## src/rtl/rv32_mext_pkg.sv

```systemverilog
// rv32_mext_pkg: RV32M divide op encodings, divider FSM states and XLEN shared with Mul_Div
package rv32_mext_pkg;
  localparam int XLEN = 32;
  typedef enum logic [1:0] {
    OP_DIV  = 2'b00,
    OP_DIVU = 2'b01,
    OP_REM  = 2'b10,
    OP_REMU = 2'b11
  } op_e;
  typedef enum logic [1:0] {
    IDLE = 2'b00,
    CALC = 2'b01,
    DONE = 2'b10
  } state_e;
endpackage

```

## src/rtl/rv32_div_iter_if.sv

```systemverilog
// rv32_div_iter_if: request/result handshake between Mul_Div, the divider and writeback
interface rv32_div_iter_if #(parameter int TAG_W = 5);
  import rv32_mext_pkg::*;
  logic             in_valid;
  logic             in_ready;
  logic [1:0]       op;
  logic [XLEN-1:0]  rs1;
  logic [XLEN-1:0]  rs2;
  logic [TAG_W-1:0] rd_tag;
  logic             flush;
  logic             out_valid;
  logic             out_ready;
  logic [XLEN-1:0]  result;
  logic [TAG_W-1:0] out_tag;
  logic             busy;
  modport master (
    output in_valid, op, rs1, rs2, rd_tag, flush, out_ready,
    input  in_ready, out_valid, result, out_tag, busy
  );
  modport slave (
    input  in_valid, op, rs1, rs2, rd_tag, flush, out_ready,
    output in_ready, out_valid, result, out_tag, busy
  );
endinterface

```

## src/rtl/rv32_div_iter.sv

```systemverilog
// rv32_div_iter: iterative radix-2 restoring divider for DIV/DIVU/REM/REMU
module rv32_div_iter
  import rv32_mext_pkg::*;
(
  input logic           clk,
  input logic           rst_n,
  rv32_div_iter_if.slave d
);
  state_e          state, state_n;
  logic [XLEN-1:0] rem, quo, dvs, a, b, nrem, nquo, fix;
  logic [XLEN:0]   trial, diff;
  logic [4:0]      cnt;
  logic            run, is_rem, neg_q, neg_r, sgn, acc, div0, ovf, last;
  always_comb begin
    sgn   = d.op == OP_DIV || d.op == OP_REM;
    a     = sgn && d.rs1[XLEN-1] ? -d.rs1 : d.rs1;
    b     = sgn && d.rs2[XLEN-1] ? -d.rs2 : d.rs2;
    acc   = d.in_valid & d.in_ready & ~d.flush;
    div0  = d.rs2 == '0;
    ovf   = sgn && d.rs1 == 32'h8000_0000 && d.rs2 == 32'hFFFF_FFFF;
    trial = {rem, quo[XLEN-1]};
    diff  = trial - {1'b0, dvs};
    nrem  = diff[XLEN] ? trial[XLEN-1:0] : diff[XLEN-1:0];
    nquo  = {quo[XLEN-2:0], ~diff[XLEN]};
    fix   = is_rem ? (neg_r ? -nrem : nrem) : (neg_q ? -nquo : nquo);
    last  = run && cnt == 5'd31;
  end
  always_ff @(posedge clk)
    if (!rst_n) state <= IDLE;
    else        state <= state_n;
  always_comb begin
    state_n = d.flush         ? IDLE :
              state == IDLE   ? (acc ? (div0 || ovf ? DONE : CALC) : IDLE) :
              state == CALC   ? (last ? DONE : CALC) :
              d.out_ready     ? IDLE : DONE;
  end
  always_comb begin
    d.in_ready  = state == IDLE;
    d.busy      = state != IDLE;
    d.out_valid = state == DONE;
  end
  // one settling cycle after accept before the first of 32 iterations
  always_ff @(posedge clk)
    if (!rst_n) begin
      d.result  <= '0;
      d.out_tag <= '0;
      run       <= 1'b0;
      cnt       <= '0;
    end else if (acc) begin
      d.out_tag <= d.rd_tag;
      is_rem    <= d.op[1];
      neg_q     <= sgn & (d.rs1[XLEN-1] ^ d.rs2[XLEN-1]);
      neg_r     <= sgn & d.rs1[XLEN-1];
      rem       <= '0;
      quo       <= a;
      dvs       <= b;
      cnt       <= '0;
      run       <= 1'b0;
      if (div0)     d.result <= d.op[1] ? d.rs1 : 32'hFFFF_FFFF;
      else if (ovf) d.result <= d.op[1] ? 32'h0 : 32'h8000_0000;
    end else if (state == CALC) begin
      run <= 1'b1;
      if (run) begin
        rem <= nrem;
        quo <= nquo;
        cnt <= cnt + 5'd1;
      end
      if (last) d.result <= fix;
    end
endmodule

```

## src/flat_wrapper.sv

```systemverilog
// flat-port wrapper written by rule: the top's interface ports become plain ports
module rv32_div_iter_flat import rv32_mext_pkg::*;
  (clk, rst_n, d_in_valid, d_op, d_rs1, d_rs2, d_rd_tag, d_flush, d_out_ready, d_in_ready, d_out_valid, d_result, d_out_tag, d_busy);
  rv32_div_iter_if #(.TAG_W(5)) d_i ();
  input logic clk;
  input logic rst_n;
  input wire logic [$bits(d_i.in_valid)-1:0] d_in_valid;
  input wire logic [$bits(d_i.op)-1:0] d_op;
  input wire logic [$bits(d_i.rs1)-1:0] d_rs1;
  input wire logic [$bits(d_i.rs2)-1:0] d_rs2;
  input wire logic [$bits(d_i.rd_tag)-1:0] d_rd_tag;
  input wire logic [$bits(d_i.flush)-1:0] d_flush;
  input wire logic [$bits(d_i.out_ready)-1:0] d_out_ready;
  output wire logic [$bits(d_i.in_ready)-1:0] d_in_ready;
  output wire logic [$bits(d_i.out_valid)-1:0] d_out_valid;
  output wire logic [$bits(d_i.result)-1:0] d_result;
  output wire logic [$bits(d_i.out_tag)-1:0] d_out_tag;
  output wire logic [$bits(d_i.busy)-1:0] d_busy;
  assign d_i.in_valid = d_in_valid;
  assign d_i.op = d_op;
  assign d_i.rs1 = d_rs1;
  assign d_i.rs2 = d_rs2;
  assign d_i.rd_tag = d_rd_tag;
  assign d_i.flush = d_flush;
  assign d_i.out_ready = d_out_ready;
  assign d_in_ready = d_i.in_ready;
  assign d_out_valid = d_i.out_valid;
  assign d_result = d_i.result;
  assign d_out_tag = d_i.out_tag;
  assign d_busy = d_i.busy;
  rv32_div_iter u_core (.clk(clk), .rst_n(rst_n), .d(d_i));
endmodule
```

## config.mk

```make
export PLATFORM = sky130hd
export DESIGN_NAME = rv32_div_iter_flat
export DESIGN_NICKNAME = d
export VERILOG_FILES = /design/src/rtl/rv32_mext_pkg.sv /design/src/rtl/rv32_div_iter_if.sv /design/src/rtl/rv32_div_iter.sv /design/src/flat_wrapper.sv
export SDC_FILE = /design/constraint.sdc
export NUM_CORES = 1
export LEC_CHECK = 0
export BUFFER_PORTS_ARGS = -buffer_cell sky130_fd_sc_hd__buf_2
export CORE_AREA = 3 3 151 227
export CTS_BUF_LIST = sky130_fd_sc_hd__clkbuf_8
export CTS_CLUSTER_DIAMETER = 40
export CTS_CLUSTER_SIZE = 12
export DETAILED_ROUTE_END_ITERATION = 6
export DIE_AREA = 0 0 154 230
export PLACE_DENSITY = 0.56
export SETUP_SLACK_MARGIN = 0.5
export SLEW_MARGIN = 20
export SYNTH_ARGS = -nofsm -noshare
export SYNTH_HDL_FRONTEND = slang
export SYNTH_SLANG_ARGS = --single-unit
export TNS_END_PERCENT = 1
```

## constraint.sdc

```tcl
create_clock -name clk -period 7.2 [get_ports clk]
set_input_delay 1.08 -clock clk [delete_from_list [all_inputs] [get_ports clk]]
set_output_delay 1.08 -clock clk [all_outputs]
set_load 0.02 [all_outputs]
```

# Word-level counts from Yosys, hierarchy flattened
# Index checks and enable logic that the tools add are counted.
[op_classes]
eq_ne = 7
addsub = 6
n_bitwise = 8
reduce_logical = 20
mux = 24
[ops]
columns = ["operator", "count"]
rows = [
  ["$mux W32", 18],
  ["$neg A32 Y32", 4],
  ["$eq A32 B32 Y1 const B", 2],
  ["$sub A33 B32 Y33", 1],
  ["$logic_not A32 Y1", 1],
  ["$mux W2", 6],
  ["$reduce_bool A2 Y1", 4],
  ["$reduce_and A3 Y1", 2],
  ["$add A5 B1 Y5 const B", 1],
  ["$eq A5 B5 Y1 const B", 1],
  ["$logic_and A1 B1 Y1", 5],
  ["$and A1 B1 Y1", 4],
  ["$eq A2 B2 Y1 const B", 2],
  ["$logic_not A2 Y1", 2],
  ["$reduce_and A2 Y1", 2],
  ["$reduce_or A2 Y1", 2],
  ["$ne A3 B3 Y1 const B", 1],
  ["$not A1 Y1", 3],
  ["$eq A2 B1 Y1 const B", 1],
  ["$logic_or A1 B1 Y1", 2],
  ["$xor A1 B1 Y1", 1],
]
[totals]
output_inout_bits = 40
regBits = 144
wordCells = 76
input_bits = 76

# Logic depth before layout (Yosys ltp)
[logic_depth]
word_depth = 8
depth_mapped = 26
depth_no_buf = 23

# Least setup slack after synthesis
# Ideal clock, no wire load.
[synth_path]
kind = "input-to-reg"
startpoint = "input port d_flush"
endpoint = "register u_core.quo[0], enable pin"
t_arrival_ns = 5.029
stages = 5
setup_slack_ns = 1.685
path_cell_list = "nor3b_1 clkbuf_1 clkbuf_1 nor2_1 nor2_1"
[synth_between]
elab_chain_cells = 4
elab_cells_between_ends = 5
classes_between = "bitwise (2); reduce/logical (3)"
[synth_lines]
columns = ["item", "line_no", "source"]
rows = [
  ["from (decl)", "flat_wrapper.sv:12", "input wire logic [$bits(d_i.flush)-1:0] d_flush;"],
  ["$not A1 Y1 *", "rv32_div_iter.sv:18", "acc = d.in_valid & d.in_ready & ~d.flush;"],
  ["$and A1 B1 Y1 *", "rv32_div_iter.sv:18", ""],
  ["$reduce_bool A2 Y1 (no source line)", "n/a", ""],
  ["$reduce_and A3 Y1 (no source line) *", "n/a", ""],
  ["to (signal assigned)", "rv32_div_iter.sv:65", "quo <= nquo;"],
  ["to (decl)", "rv32_div_iter.sv:10", "logic [XLEN-1:0] rem, quo, dvs, a, b, nrem, nquo, fix;"],
]
# Mark *: on every way between the ends. The rest lies on a longest branch, timed or not.
# A chain may end at the register's enable or synchronous reset.

# Worst setup path after layout
[layout_path]
startpoint = "register u_core.quo[31]"
endpoint = "register u_core.d.result[30]"
[layout_between]
elab_chain_cells = 8
elab_cells_between_ends = 11
classes_between = "add/sub (3); mux (7); bitwise (1)"
[layout_lines]
columns = ["item", "line_no", "source"]
rows = [
  ["$sub A33 B32 Y33", "rv32_div_iter.sv:22", "diff = trial - {1'b0, dvs};"],
  ["$mux W32 / $not A1 Y1 (equally long branches)", "rv32_div_iter.sv:23, rv32_div_iter.sv:24", ""],
  ["$neg A32 Y32", "rv32_div_iter.sv:25", "fix = is_rem ? (neg_r ? -nrem : nrem) : (neg_q ? -nquo : nquo);"],
  ["$mux W32", "rv32_div_iter.sv:25", ""],
  ["$mux W32 *", "rv32_div_iter.sv:25", ""],
  ["$mux W32 *", "rv32_div_iter.sv:68", "if (last) d.result <= fix;"],
  ["$mux W32 *", "rv32_div_iter.sv:61", "end else if (state == CALC) begin"],
  ["$mux W32 *", "rv32_div_iter.sv:49", "end else if (acc) begin"],
  ["to (signal assigned)", "rv32_div_iter.sv:59", "if (div0) d.result <= d.op[1] ? d.rs1 : 32'hFFFF_FFFF;"],
  ["to (signal assigned)", "rv32_div_iter.sv:60", "else if (ovf) d.result <= d.op[1] ? 32'h0 : 32'h8000_0000;"],
  ["to (signal assigned)", "rv32_div_iter.sv:68", ""],
  ["to (decl)", "rv32_div_iter_if.sv:22", "output in_ready, out_valid, result, out_tag, busy"],
]
# Mark *: on every way between the ends. The rest lies on a longest branch, timed or not. The select of a mux whose other input is x is not followed.

==> run summary <==
- Die Area: 0.0354 mm²
- Adder-Cell Fraction of Synth Area: 0.0448
- synthesized instance count: 1369
- Final Slew Violations: 0
- total of hold buffers inserted after clock tree synthesis: 0
- part of the cycle the worst path needs: 0.788
- Design Area, Final: 0.0128 mm²
- net count after synthesis: 1485
- power density relative to cell area: 173 mW/mm²
- antenna violations before repair: 0
- routability-driven placement congestion ratio: 0.904
- part of the Yosys area used for sequential elements: 0.342
- Worst Hold Class: register to register
- number of cells in the design after placement: 1846
- area inside the core boundary: 0.0325 mm²
- setup repair after global routing missed its margin: false
- worst supply voltage drop on vdd: 0.000133 V
- dominant combinational cell family by area after synthesis: compound AO/OA/AOI/OAI gates
- routed wire length: 38200 µm
- share of final-layout standard cells stronger than drive strength 1: 0.132
- via density per instance: 5.64
- Yosys Warn Count: 0
- Mean Syn Cell Area: 8.27 µm²
- effective utilization at floorplan: 0.348
- buffers inserted by post-CTS timing repair: 0
- wire length of the first global-routing pass: 59100 µm
- root buffer cell: sky130_fd_sc_hd__clkbuf_8
- GRT Util Overall: 0.213
- count of standard-cell rows: 81
- number of endpoints failing setup at the final stage: 0
- xor-xnor portion of the synthesized cell area: 0.107
- Layout Utilization: 0.392
- # port buffers: 115
- Hold Violations, Final: 0
- via count of the first global-routing pass: 10400
- Max-cap violations: 0
- TritonCTS clock tree: yes
- setup skew after layout: 0.0157 ns
- CTS H-Tree Depth: 4
- Critical Path End Type: register
- detailed-route via count: 10600
- dpl hpwl: 29900 µm
- number of top-level design ports: 116
- DIE HEIGHT: 230 µm
- max-slew headroom at the worst pin: 0.303
- Inserted Diodes: 0
- total cell area at the placement stage: 0.0123 mm²
- clock edge transition at the registers on the reported setup and hold paths: 0.08 ns
- final standard cell count with taps included and fillers excluded: 1880
- FF-to-FF setup slack: 1.53 ns
- number of buffers inserted during clock tree synthesis: 17
- clock sink total: 144
- clock latency at the later pin of the worst-skew pair: 0.49 ns
- drt wl/cell: 20.3 µm
- Peak Freq: 0.176 GHz
- number of filler instances in the final layout: 3321
- post-layout net count: 1568
- multiplexer fraction of the synthesized cell area: 0.0294
- power after layout: 2.20 mW
- Worst Path Class, Setup: register to register
- synthesized flop and latch total: 144
- cell seen most often among critical-path stages: sky130_fd_sc_hd__inv_1
- buffer depth of the longest clock path: 2
- Leakage: 5.01 nW
- synthesized-area fraction occupied by ao, oa, aoi and oai cells: 0.232
- critical path cell sequence: inv_1 > ha_1 > inv_1 > fa_1 > a211oi_4 > o211ai_2 > a31o_1 > and4_4 > nor3_2 > nor2_4 > inv_1 > mux2i_1 > ha_1 > nand4_1 > nor4_1 > nand4_1 > a2bb2oi_1 > or3b_1 > o21ai_1 > xor2_1 > a21oi_1 > a211oi_1
- post-route antenna net violation count: 0
- worst stage delay on the critical path: 0.53 ns
- total of cells resized after clock tree synthesis: 0
- 1st-iter DRT viols: 622
- post-synthesis share of cell area spent on and, or, nand and nor gates: 0.204
- worst-margin pin slew: 1.04 ns
- Arrival @ worst endpoint: 6.08 ns
- buffering stage count on the worst path with inverters included: 3
- die span in x: 154 µm
- required arrival time at the worst endpoint: 7.61 ns
- Setup Total Neg Slack: 0 ns
- Yosys cell types: 86
- Primary FF master, synth: sky130_fd_sc_hd__edfxtp_1
- CP Launch Type: register
- area added between synthesis and finish: 12.6%
- area of the mapped netlist: 0.0113 mm²
- EDFF count, synth: 99
- most common cell after layout, fill and taps aside: sky130_fd_sc_hd__nand2_1
- kind of cell adding the most delay to the critical path: simple AND/OR/NAND/NOR gates
- crit-path max FO: 22
- Slowest cell on crit path: sky130_fd_sc_hd__inv_1
- async set-or-reset flop fraction in the synthesized netlist: 0
- number of search-and-repair iterations in the first detailed-routing pass: 5
- most frequent cells in the layout: sky130_fd_sc_hd__nand2_1 (174), sky130_fd_sc_hd__o21ai_0 (133), sky130_fd_sc_hd__nor2_1 (122)
- run status: complete, no violations
- largest net degree at the start of global routing: 84
- Residual DRC: 0
- Overflow after GRT: 0
- time the final worst path needs with I/O delays and setup: 5.67 ns
[stage by stage]
| stage | setup WS (ns) | hold slack (ns) |
|---|---|---|
| 2_1_floorplan | 1.69 | 0.467 |
| 3_3_place_gp | 1.75 | 0.441 |
| 3_5_place_dp | 1.62 | 0.445 |
| 4_1_cts | 1.55 | 0.461 |
| 5_1_grt | 1.13 | 0.479 |
| 6_report | 1.53 | 0.459 |
[power by group]
part | switching [mW] | leakage (nW) | total, mW | internal, mW
clock | 0.340 | 0.231 | 0.755 | 0.415
sequential | 0.0207 | 1.28 | 0.940 | 0.919
combinational | 0.327 | 3.50 | 0.505 | 0.178
[layout make-up]
type	count	area, µm²	area share
multi-input combinational	1106	7010	0.550
clock inverter	14	198	0.0155
inverter	54	203	0.0159
tap	415	519	0.0407
timing repair buffer	129	701	0.0550
clock buffer	18	248	0.0194
sequential	144	3870	0.304
[state kept, by name (all words and copies together) (netlist names), 2 cells and up]
register	cells
u_core.cnt	5
u_core.d.out_tag	5
u_core.d.result	32
u_core.dvs	32
u_core.quo	32
u_core.rem	32
u_core.state	2
[cell usage after synthesis (4+ instances only)]
cell type / count / area share
sky130_fd_sc_hd__nand3b_1: 5 / 0.0033
sky130_fd_sc_hd__o21ai_0: 133 / 0.059
sky130_fd_sc_hd__buf_2: 13 / 0.0057
sky130_fd_sc_hd__edfxtp_1: 99 / 0.26
sky130_fd_sc_hd__clkbuf_1: 45 / 0.015
sky130_fd_sc_hd__buf_1: 5 / 0.0017
sky130_fd_sc_hd__a21oi_1: 104 / 0.046
sky130_fd_sc_hd__o31ai_1: 28 / 0.019
sky130_fd_sc_hd__and3_1: 9 / 0.0050
sky130_fd_sc_hd__nand4_1: 17 / 0.0094
sky130_fd_sc_hd__nor4_1: 18 / 0.0099
sky130_fd_sc_hd__o2111ai_1: 6 / 0.0046
sky130_fd_sc_hd__nand2b_1: 11 / 0.0061
sky130_fd_sc_hd__xor2_1: 61 / 0.047
sky130_fd_sc_hd__xnor2_1: 77 / 0.060
sky130_fd_sc_hd__nor2b_1: 7 / 0.0039
sky130_fd_sc_hd__nand3_1: 16 / 0.0071
sky130_fd_sc_hd__a31oi_1: 24 / 0.013
sky130_fd_sc_hd__inv_1: 53 / 0.018
sky130_fd_sc_hd__a41oi_1: 4 / 0.0031
sky130_fd_sc_hd__o21a_1: 6 / 0.0040
sky130_fd_sc_hd__or2_2: 8 / 0.0044
sky130_fd_sc_hd__nand2_1: 174 / 0.058
sky130_fd_sc_hd__o41ai_1: 8 / 0.0062
sky130_fd_sc_hd__a211oi_1: 9 / 0.0060
sky130_fd_sc_hd__mux2i_1: 31 / 0.027
sky130_fd_sc_hd__a21o_1: 13 / 0.0086
sky130_fd_sc_hd__dfxtp_1: 45 / 0.080
sky130_fd_sc_hd__ha_1: 39 / 0.043
sky130_fd_sc_hd__nor2_1: 125 / 0.041
sky130_fd_sc_hd__o211ai_1: 11 / 0.0073
sky130_fd_sc_hd__nor3_1: 19 / 0.0084
sky130_fd_sc_hd__o21ai_1: 15 / 0.0066
sky130_fd_sc_hd__o21bai_1: 6 / 0.0040
sky130_fd_sc_hd__and2_1: 15 / 0.0083
sky130_fd_sc_hd__or3_1: 24 / 0.013
sky130_fd_sc_hd__or4_1: 11 / 0.0073
[per-layer routing]
| metal | vias to the layer above | track usage | part of all wire |
|---|---|---|---|
| met5 | - | 0 | 0 |
| met3 | 92 | 0.0267 | 0.040 |
| li1 | 5160 | - | - |
| met4 | 0 | 0.146 | 0.077 |
| met1 | 5012 | 0.239 | 0.38 |
| met2 | 336 | 0.372 | 0.50 |
[path summary, 6_finish.rpt]
path	start	to	cells after the start
setup / recovery	u_core.quo[31]	u_core.d.result[30]	22
hold / removal	u_core.d.out_tag[4]	u_core.d.out_tag[4]	2
setup reg to reg	u_core.quo[31]	u_core.d.result[30]	22
hold reg to reg	u_core.d.out_tag[4]	u_core.d.out_tag[4]	2
[worst reg2reg max path: cells and delay by family, from the launching register on]
| family | cells | cell delay (ns) |
|---|---|---|
| simple gates | 7 | 1.66 |
| compound gates | 7 | 1.42 |
| fa+ha+maj | 3 | 0.88 |
| buf+inv | 3 | 0.66 |
| flops | 1 | 0.43 |
| mux | 1 | 0.39 |
| xor+xnor | 1 | 0.16 |
[logic make-up (layout without fill, tap and decap cells)]
| kind of cell | Yosys count | count (layout) |
|---|---|---|
| compound gates | 414 | 414 |
| buf+inv | 119 | 215 |
| fa+ha+maj | 40 | 40 |
| mux | 33 | 33 |
| flops | 144 | 144 |
| xor+xnor | 138 | 138 |
| simple gates | 481 | 481 |
(Power assumes the default switching activity.)
